[config.mk]
export PLATFORM = sky130hd
export DESIGN_NAME = fft_frame_sched
export DESIGN_NICKNAME = d
export VERILOG_FILES = /design/src/rtl/fft_sched_pkg.sv /design/src/rtl/fft_frame_serializer.sv /design/src/rtl/fft_frame_sched.sv
export SDC_FILE = /design/constraint.sdc
export NUM_CORES = 1
export LEC_CHECK = 0
export ABC_AREA = 1
export CAP_MARGIN = 20
export CORE_UTILIZATION = 45
export CTS_CLUSTER_SIZE = 10
export DETAILED_ROUTE_END_ITERATION = 10
export HOLD_SLACK_MARGIN = 0.05
export PLACE_DENSITY = 0.76
export RECOVER_POWER = 100
export SETUP_SLACK_MARGIN = 0.5
export SYNTH_ARGS = -nofsm -noshare
export SYNTH_HDL_FRONTEND = slang
export SYNTH_SLANG_ARGS = --single-unit
[constraint.sdc]
create_clock -name clk -period 2.1 [get_ports clk]
set_input_delay 0.42 -clock clk [delete_from_list [all_inputs] [get_ports clk]]
set_output_delay 0.42 -clock clk [all_outputs]
set_load 0.05 [all_outputs]
[src/rtl/fft_sched_pkg.sv]
// Shared types and sizing helpers for the FFT frame sequencer.
package fft_sched_pkg;

  typedef enum logic [2:0] {
    LOAD_W,
    GATHER,
    ISSUE,
    WAIT,
    DRAIN
  } state_e;

  function automatic int frame_words(input int npoint);
    return 2 * (1 << npoint);
  endfunction

  function automatic int weight_words(input int npoint);
    return 2 * npoint * (1 << (npoint - 1));
  endfunction

  function automatic int lane_lsb(input int lane, input int dw);
    return lane * dw;
  endfunction

endpackage

[src/rtl/fft_frame_serializer.sv]
// Holds one captured FFT result and streams it to the host as real/imag words,
// point 0 first; pulses done on the transfer of the last word.
module fft_frame_serializer
  import fft_sched_pkg::*;
#(
  parameter int NPOINT = 3,
  parameter int DW     = 16
) (
  input  logic                      clk,
  input  logic                      rst_n,
  input  logic                      load,
  input  logic                      active,
  input  logic [DW*(1<<NPOINT)-1:0] dout_real,
  input  logic [DW*(1<<NPOINT)-1:0] dout_imag,
  input  logic                      out_ready,
  output logic                      out_valid,
  output logic [DW-1:0]             out_data,
  output logic                      done
);

  localparam int N  = 1 << NPOINT;
  localparam int FW = frame_words(NPOINT);
  localparam int CW = $clog2(FW);

  logic [DW*N-1:0] buf_real_q, buf_real_d;
  logic [DW*N-1:0] buf_imag_q, buf_imag_d;
  logic [CW-1:0]   cnt_q, cnt_d;
  logic            last;
  int              lane;

  assign last      = (cnt_q == CW'(FW - 1));
  assign out_valid = active;
  assign done      = active && out_ready && last;

  always_comb begin
    buf_real_d = buf_real_q;
    buf_imag_d = buf_imag_q;
    cnt_d      = cnt_q;
    if (load) begin
      buf_real_d = dout_real;
      buf_imag_d = dout_imag;
      cnt_d      = '0;
    end else if (active && out_ready && !last) begin
      cnt_d = cnt_q + CW'(1);
    end
  end

  // Even drain index selects the real lane, odd the imag lane of the same point.
  always_comb begin
    lane     = int'(cnt_q >> 1);
    out_data = cnt_q[0] ? buf_imag_q[lane_lsb(lane, DW) +: DW]
                        : buf_real_q[lane_lsb(lane, DW) +: DW];
  end

  always_ff @(posedge clk or negedge rst_n) begin
    if (!rst_n) begin
      buf_real_q <= '0;
      buf_imag_q <= '0;
      cnt_q      <= '0;
    end else begin
      buf_real_q <= buf_real_d;
      buf_imag_q <= buf_imag_d;
      cnt_q      <= cnt_d;
    end
  end

endmodule

[src/rtl/fft_frame_sched.sv]
// Sequencer between host word streams and the FFT core: loads twiddle weights once,
// then loops gather -> issue -> wait -> drain with a single frame in flight.
module fft_frame_sched
  import fft_sched_pkg::*;
#(
  parameter int NPOINT = 3,
  parameter int DW     = 16
) (
  input  logic                      clk,
  input  logic                      rst_n,
  input  logic                      in_valid,
  output logic                      in_ready,
  input  logic [DW-1:0]             in_data,
  output logic                      out_valid,
  input  logic                      out_ready,
  output logic [DW-1:0]             out_data,
  output logic                      fft_weight_valid,
  output logic [DW-1:0]             fft_weight_real,
  output logic [DW-1:0]             fft_weight_imag,
  output logic                      fft_din_valid,
  input  logic                      fft_din_busy,
  output logic [DW*(1<<NPOINT)-1:0] fft_din_real,
  output logic [DW*(1<<NPOINT)-1:0] fft_din_imag,
  input  logic                      fft_dout_valid,
  output logic                      fft_dout_busy,
  input  logic [DW*(1<<NPOINT)-1:0] fft_dout_real,
  input  logic [DW*(1<<NPOINT)-1:0] fft_dout_imag,
  output logic                      weight_done
);

  localparam int N  = 1 << NPOINT;
  localparam int FW = frame_words(NPOINT);
  localparam int WW = weight_words(NPOINT);
  localparam int CW = $clog2((WW > FW) ? WW : FW);

  state_e          state_q, state_d;
  logic [CW-1:0]   cnt_q, cnt_d;
  logic [DW-1:0]   w_real_q, w_real_d, w_imag_q, w_imag_d;
  logic            w_valid_q, w_valid_d;
  logic            done_q, done_d;
  logic [DW*N-1:0] din_real_q, din_real_d, din_imag_q, din_imag_d;
  logic            in_fire, capture, drain_done;
  int              lane;

  // Handshake outputs come from the registered state only.
  assign in_ready      = (state_q == LOAD_W) || (state_q == GATHER);
  assign fft_din_valid = (state_q == ISSUE);
  assign fft_dout_busy = (state_q != WAIT);
  assign in_fire       = in_valid && in_ready;
  assign capture       = (state_q == WAIT) && fft_dout_valid;

  assign fft_weight_valid = w_valid_q;
  assign fft_weight_real  = w_real_q;
  assign fft_weight_imag  = w_imag_q;
  assign fft_din_real     = din_real_q;
  assign fft_din_imag     = din_imag_q;
  assign weight_done      = done_q;

  always_comb begin
    state_d    = state_q;
    cnt_d      = cnt_q;
    w_real_d   = w_real_q;
    w_imag_d   = w_imag_q;
    w_valid_d  = 1'b0;
    done_d     = done_q;
    din_real_d = din_real_q;
    din_imag_d = din_imag_q;
    lane       = int'(cnt_q >> 1);
    case (state_q)
      LOAD_W: begin
        if (in_fire) begin
          if (cnt_q[0]) begin
            w_imag_d  = in_data;
            w_valid_d = 1'b1;
          end else begin
            w_real_d = in_data;
          end
          if (cnt_q == CW'(WW - 1)) begin
            state_d = GATHER;
            cnt_d   = '0;
            done_d  = 1'b1;
          end else begin
            cnt_d = cnt_q + CW'(1);
          end
        end
      end
      GATHER: begin
        if (in_fire) begin
          if (cnt_q[0]) din_imag_d[lane_lsb(lane, DW) +: DW] = in_data;
          else          din_real_d[lane_lsb(lane, DW) +: DW] = in_data;
          if (cnt_q == CW'(FW - 1)) begin
            state_d = ISSUE;
            cnt_d   = '0;
          end else begin
            cnt_d = cnt_q + CW'(1);
          end
        end
      end
      ISSUE:   if (!fft_din_busy) state_d = WAIT;
      WAIT:    if (fft_dout_valid) state_d = DRAIN;
      DRAIN: begin
        if (drain_done) begin
          state_d = GATHER;
          cnt_d   = '0;
        end
      end
      default: state_d = LOAD_W;
    endcase
  end

  always_ff @(posedge clk or negedge rst_n) begin
    if (!rst_n) begin
      state_q    <= LOAD_W;
      cnt_q      <= '0;
      w_real_q   <= '0;
      w_imag_q   <= '0;
      w_valid_q  <= 1'b0;
      done_q     <= 1'b0;
      din_real_q <= '0;
      din_imag_q <= '0;
    end else begin
      state_q    <= state_d;
      cnt_q      <= cnt_d;
      w_real_q   <= w_real_d;
      w_imag_q   <= w_imag_d;
      w_valid_q  <= w_valid_d;
      done_q     <= done_d;
      din_real_q <= din_real_d;
      din_imag_q <= din_imag_d;
    end
  end

  fft_frame_serializer #(
    .NPOINT(NPOINT),
    .DW    (DW)
  ) u_serializer (
    .clk      (clk),
    .rst_n    (rst_n),
    .load     (capture),
    .active   (state_q == DRAIN),
    .dout_real(fft_dout_real),
    .dout_imag(fft_dout_imag),
    .out_ready(out_ready),
    .out_valid(out_valid),
    .out_data (out_data),
    .done     (drain_done)
  );

endmodule

# Word-level counts from Yosys, hierarchy flattened
# Cells that the tools add are included.
# totals
ff_bits	558
inputBits	278
# classes
add_sub_neg	3
n_eq_ne	15
n_shift	4
n_mux	22
bitwise	1
reduce_logical	17
# op_table
operator	count
bitwise mux 128 bit	2
indexed part select 128 x 8 -> 16 bit	2
variable shift 16 x 33 -> 128 bit (first input constant)	1
indexed part select 16 x 33 -> 128 bit	1
negation 8 -> 33 bit	1
two-way mux 5 bit	5
two-way mux 3 bit	7
two-way mux 16 bit	1
case mux 3 bit (5 select lines)	1
case mux 5 bit (3 select lines)	1
AND reduction 3 bit	5
!= test 2 bit (second input constant)	5
two-way mux 4 bit	2
AND reduction 7 bit	1
equality test 3 x 2 -> 1 bit (second input constant)	2
adder 5 x 1 -> 5 bit (second input constant)	1
equality test 5 x 4 -> 1 bit (second input constant)	1
equality test 5 bit (second input constant)	1
logical AND 1 bit	5
adder 4 x 1 -> 4 bit (second input constant)	1
equality test 4 bit (second input constant)	1
!= test 2 x 1 -> 1 bit (second input constant)	2
AND reduction 4 bit	1
equality test 3 x 1 -> 1 bit (second input constant)	1
9 further kinds	11

# Logic depth before layout (Yosys ltp)
# logic_depth
ltp_word	5
ltp_mapped	15

# Hierarchy
# From an unflattened synthesis, not the netlist that was laid out.
# unflattened
hier_cells	3051
hier_area_um2	25275.5
# by_module_without_submodules
mod	instances	cells_each	area_each_um2	seq_area_each_um2
fft_frame_serializer	1	1710	12722.2	6506.2
fft_frame_sched	1	1341	12553.3	7457.2

# Worst setup path after synthesis
# OpenSTA, ideal clock, no wires.
# synth_timing
path_kind	flip-flop to flip-flop
startpoint	register cnt_q[1]
endpoint	register din_real_q[102] (netlist: fft_din_real[102])
arrival_ns	2.199
setup_slack_ns	-0.218
path_stages_with_launch	14
path_buffers	5
period_less_slack_ns	2.318
path_cell_list	dfrtp_1 -> buf_2 -> inv_2 -> buf_4 -> buf_2 -> ha_1 -> buf_4 -> a21oi_2 -> nand3_1 -> nor2_2 -> nand3_1 -> buf_2 -> nand2_1 -> nand2_1
# synth_between
elab_chain_cells	3
# synth_lines
item	line_no	rtl
start, declared	fft_frame_sched.sv:37	logic [CW-1:0] cnt_q, cnt_d;
start signal, assigned	fft_frame_sched.sv:123	cnt_q <= cnt_d;
negation 8 -> 33 bit *	fft_frame_sched.sv:90	else din_real_d[lane_lsb(lane, DW) +: DW] = in_data;
indexed part select 16 x 33 -> 128 bit / variable shift 16 x 33 -> 128 bit (equally long branches)	fft_frame_sched.sv:90	
bitwise mux 128 bit *	fft_frame_sched.sv:90	
end signal, assigned	fft_frame_sched.sv:128	din_real_q <= din_real_d;
end, declared	fft_frame_sched.sv:41	logic [DW*N-1:0] din_real_q, din_real_d, din_imag_q, din_imag_d;
# Every way passes the cells marked *; elsewhere a longest branch is shown, timed or not.
# A chain may end at the register's enable or synchronous reset.

# Final worst setup path
# layout_timing
startpoint	register state_q[1]
endpoint	register din_imag_q[28] (netlist: fft_din_imag[28])
# layout_between
elab_chain_cells	4
# layout_lines
item	line_no	rtl
start, declared	fft_frame_sched.sv:36	state_e state_q, state_d;
start signal, assigned	fft_frame_sched.sv:122	state_q <= state_d;
equality test 3 x 1 -> 1 bit / zero test 3 bit (equally long branches)	fft_frame_sched.sv:46, fft_frame_sched.sv:69	
logical OR 1 bit	fft_frame_sched.sv:46	assign in_ready = (state_q == LOAD_W) || (state_q == GATHER);
logical AND 1 bit	fft_frame_sched.sv:49	assign in_fire = in_valid && in_ready;
AND reduction 3 bit (no line) *	n/a	
end signal, assigned	fft_frame_sched.sv:129	din_imag_q <= din_imag_d;
end, declared	fft_frame_sched.sv:41	
# Marks and branches as above.

==> flow_summary.yaml <==
routing:
  vias_per_cell: 6.07
  wl_met2_um: 51600
  final_antenna_net_count: 0
  highest_layer: "met5"
  routedWlPerCell_um: 26.6
  wl_met1_um: 39000
  met3_wirelength_um: 15800
  dr_total_vias: 27200
  wirelength_um: 119000
  firstDrtPassIters: 9
  drt_first_iter_violations: 4049
  drc: 0
worst_setup_path:
  critPathKind: "register to register"
  crit_required_ns: 2.66
  worst_ep_arrival_time_ns: 3.50
  r2r-end: "fft_din_imag[28]"
  r2r_start: "state_q[1]"
  end_kind: "register"
  r2r_setup_slack_ns: -0.85
  worstPathMaxFanout: 13
  rr_worst_depth: 10
  setup.worst_path.start_class: "register"
final_layout:
  area_growth_pct: 50.5
  finalNetCount: 4050
  finalInstanceArea_um2: 36700
  fillers: 3849
  drive_above_1_share_pct: 24.8
  layout_common_cells: "nand2_1 (1103), dfrtp_1 (552), clkdlybuf4s50_1 (276)"
  final_common_cell: "nand2_1"
sta:
  skew_ns: 0.0563
  slew_violations: 0
  grt_setup_unrepaired: "yes"
  worstMarginPinSlew_ns: 0.966
  setup_slack_ns: -0.848
  fmax_mhz: 339
  finalCritPeriodShare_pct: 140
  fin_crit_ns: 2.95
  finalHoldViolCount: 0
  setup-violations-final: 471
  hold_slack_ns: 0.335
  max-slew-margin-rel_pct: 35.4
synth:
  synth_nets: 3234
  ys_ff_latch: 558
  synth-compound-area-share_pct: 8.14
  synthMuxAreaShare_pct: 0
  synth_top_family_by_area: "simple AND/OR/NAND/NOR gates"
  syn_area_um2: 24400
  syn_inst: 2949
  synthSimpleGateAreaFrac_pct: 29.9
  yosys_warnings: 0
  synth_cell_types: 32
  synth_area_per_cell_um2: 8.27
  yosys.area_share.xor_xnor_pct: 0.0718
  yosys.area_share.adder_pct: 0.359
  seq_area_frac_synth_pct: 57.3
clock_tree:
  clk_pin_slew_worst_paths_ns: 0.06
  htree_levels: 3
  clock-sinks: 558
  numCtsBuffers: 67
  clk_latency_ns: 0.66
  clock_path_buffers: 3
  cts_tree: "built"
  clockRootBuffer: "clkbuf_16"
power:
  vdd_drop_max_mv: 1.07
  power_density_nw_per_um2: 1620
  finalPower_mw: 59.4
  leakage_nw: 18.1
hold_path:
  hold_end: "u_serializer.buf_real_q[112]"
  hold_class: "primary input to register"
  min_from: "fft_dout_real[112]"
  min_path_cells: 3
place:
  place_congestion: 0.932
  numPortBuffers: 587
  postPlaceCellArea_um2: 32700
  dp_hpwl_um: 66200
flow_run:
  drv_cap: 0
die:
  die_h_um: 235
  die_area_um2: 55100
  coreArea_um2: 53100
  io_pins: 588
  die_x_um: 235
  initial_core_util_pct: 45.9
  row_count: 84
global_routing:
  gr-total-overflow: 0
  grt_pass1_wl_um: 145000
  track_usage_pct: 34.1
  first_global_vias: 24400
  grt_max_degree: 79
  antenna_found_initial: 13
status:
  status: "finished, violations left"
  violations: "negative setup slack"
-- critical path: stages, from the launching register on --
cell      delay [ns]
dfrtp_1         0.39
inv_1           0.23
clkbuf_1        0.20
nand2_4         0.09
nor2_2          0.22
nand2_1         0.19
nor2_8          0.16
buf_12          0.19
buf_4           0.26
nand4_1         0.63
nand2_1         0.32
-- power by group --
group | switching (mW) | internal (mW) | total (mW)
clock | 4.78 | 5.95 | 10.7
combinational | 20.1 | 11.5 | 31.6
sequential | 2.90 | 14.2 | 17.1
-- how the worst max path moves through the flow --
| stage | slack [ns] | cells past startpoint | start | to |
|---|---|---|---|---|
| 6_report | -0.85 | 10 | state_q[1] | fft_din_imag[28] |
| 5_1_grt | -0.89 | 10 | state_q[1] | fft_din_imag[28] |
| 3_5_place_dp | -0.04 | 7 | u_serializer.cnt_q[0] | out_data[0] |
| 2_1_floorplan | -0.02 | 15 | cnt_q[1] | fft_din_imag[60] |
| 4_1_cts | -0.64 | 9 | u_serializer.cnt_q[0] | out_data[6] |
| 3_3_place_gp | -0.02 | 7 | u_serializer.cnt_q[0] | out_data[15] |
-- kinds of logic (layout without fill, tap and decap cells) --
logic type | count (synthesis) | in the layout
other cells | 0 | 10
simple gates | 1780 | 1785
buf+inv | 233 | 1061
compound gates | 369 | 369
xor+xnor | 2 | 2
flops | 558 | 558
fa+ha+maj | 7 | 7
-- through the flow --
stage / instances / setup WS, ns / TNS (ns) / util [%]
global route: 4478 / -0.890 / -117.32 / 69.2
floorplan: 2949 / -0.0169 / -0.766 / -
CTS: 4409 / -0.645 / -10.00 / 68.9
finish: 4480 / -0.848 / -55.93 / 69.2
global placement: 4208 / -0.0242 / -0.0447 / 61.6
detailed placement: 4208 / -0.0388 / -0.162 / 61.6
-- repair_timing --
| item | in CTS | in global routing |
|---|---|---|
| hold buffers | 1 | 0 |
| buffers inserted | 100 | 30 |
| pin swaps | 66 | 111 |
| resized for setup | 1877 | 370 |
| cloned | 14 | 31 |
| hold endpoints to repair | 86 | 0 |
| endpoints found under the setup margin | 858 | 786 |
-- Yosys cell counts (all sizes together) --
| library cell | number | area [µm²] |
|---|---|---|
| clkinv | 2 | 7.51 |
| ha | 7 | 87.6 |
| nand2 | 1306 | 4920 |
| a21oi | 8 | 55.1 |
| dfrtp | 558 | 14000 |
| nand4 | 131 | 820 |
| o22ai | 32 | 200 |
| xor2 | 2 | 17.5 |
| o211ai | 32 | 240 |
| nor2 | 233 | 945 |
| o21ai | 296 | 1480 |
| inv | 27 | 101 |
| buf | 115 | 611 |
| or2 | 1 | 6.26 |
| nor3 | 5 | 30.0 |
| nand3 | 104 | 556 |
| clkbuf | 89 | 334 |
| o31ai | 1 | 7.51 |
-- cell type report --
class                      count  area (µm²)  share of cell area (%)
antenna                       10        25.0                  0.0682
clock buffer                  76        1720                    4.69
clock inverter                10         159                   0.433
inverter                      29         144                   0.392
multi-input combinational   2163       11200                    30.5
sequential                   558       14000                    38.1
tap                          688         861                    2.34
timing repair buffer         946        8630                    23.5
-- metal layers --
metal	global-route usage (%)	up-vias
li1	-	11200
met1	41.0	12700
met2	55.8	2429
met3	7.03	843
met4	22.4	14
met5	0	-
-- flip-flops by register name, indices dropped and copies added (netlist names) --
register and count:
fft_din_imag 128, fft_din_real 128, weight_done 1, u_serializer.cnt_q 4
u_serializer.buf_real_q 128, fft_weight_valid 1, fft_weight_imag 16, cnt_q 5
u_serializer.buf_imag_q 128, fft_weight_real 16, state_q 3
Power figures use the tool's default switching activity.
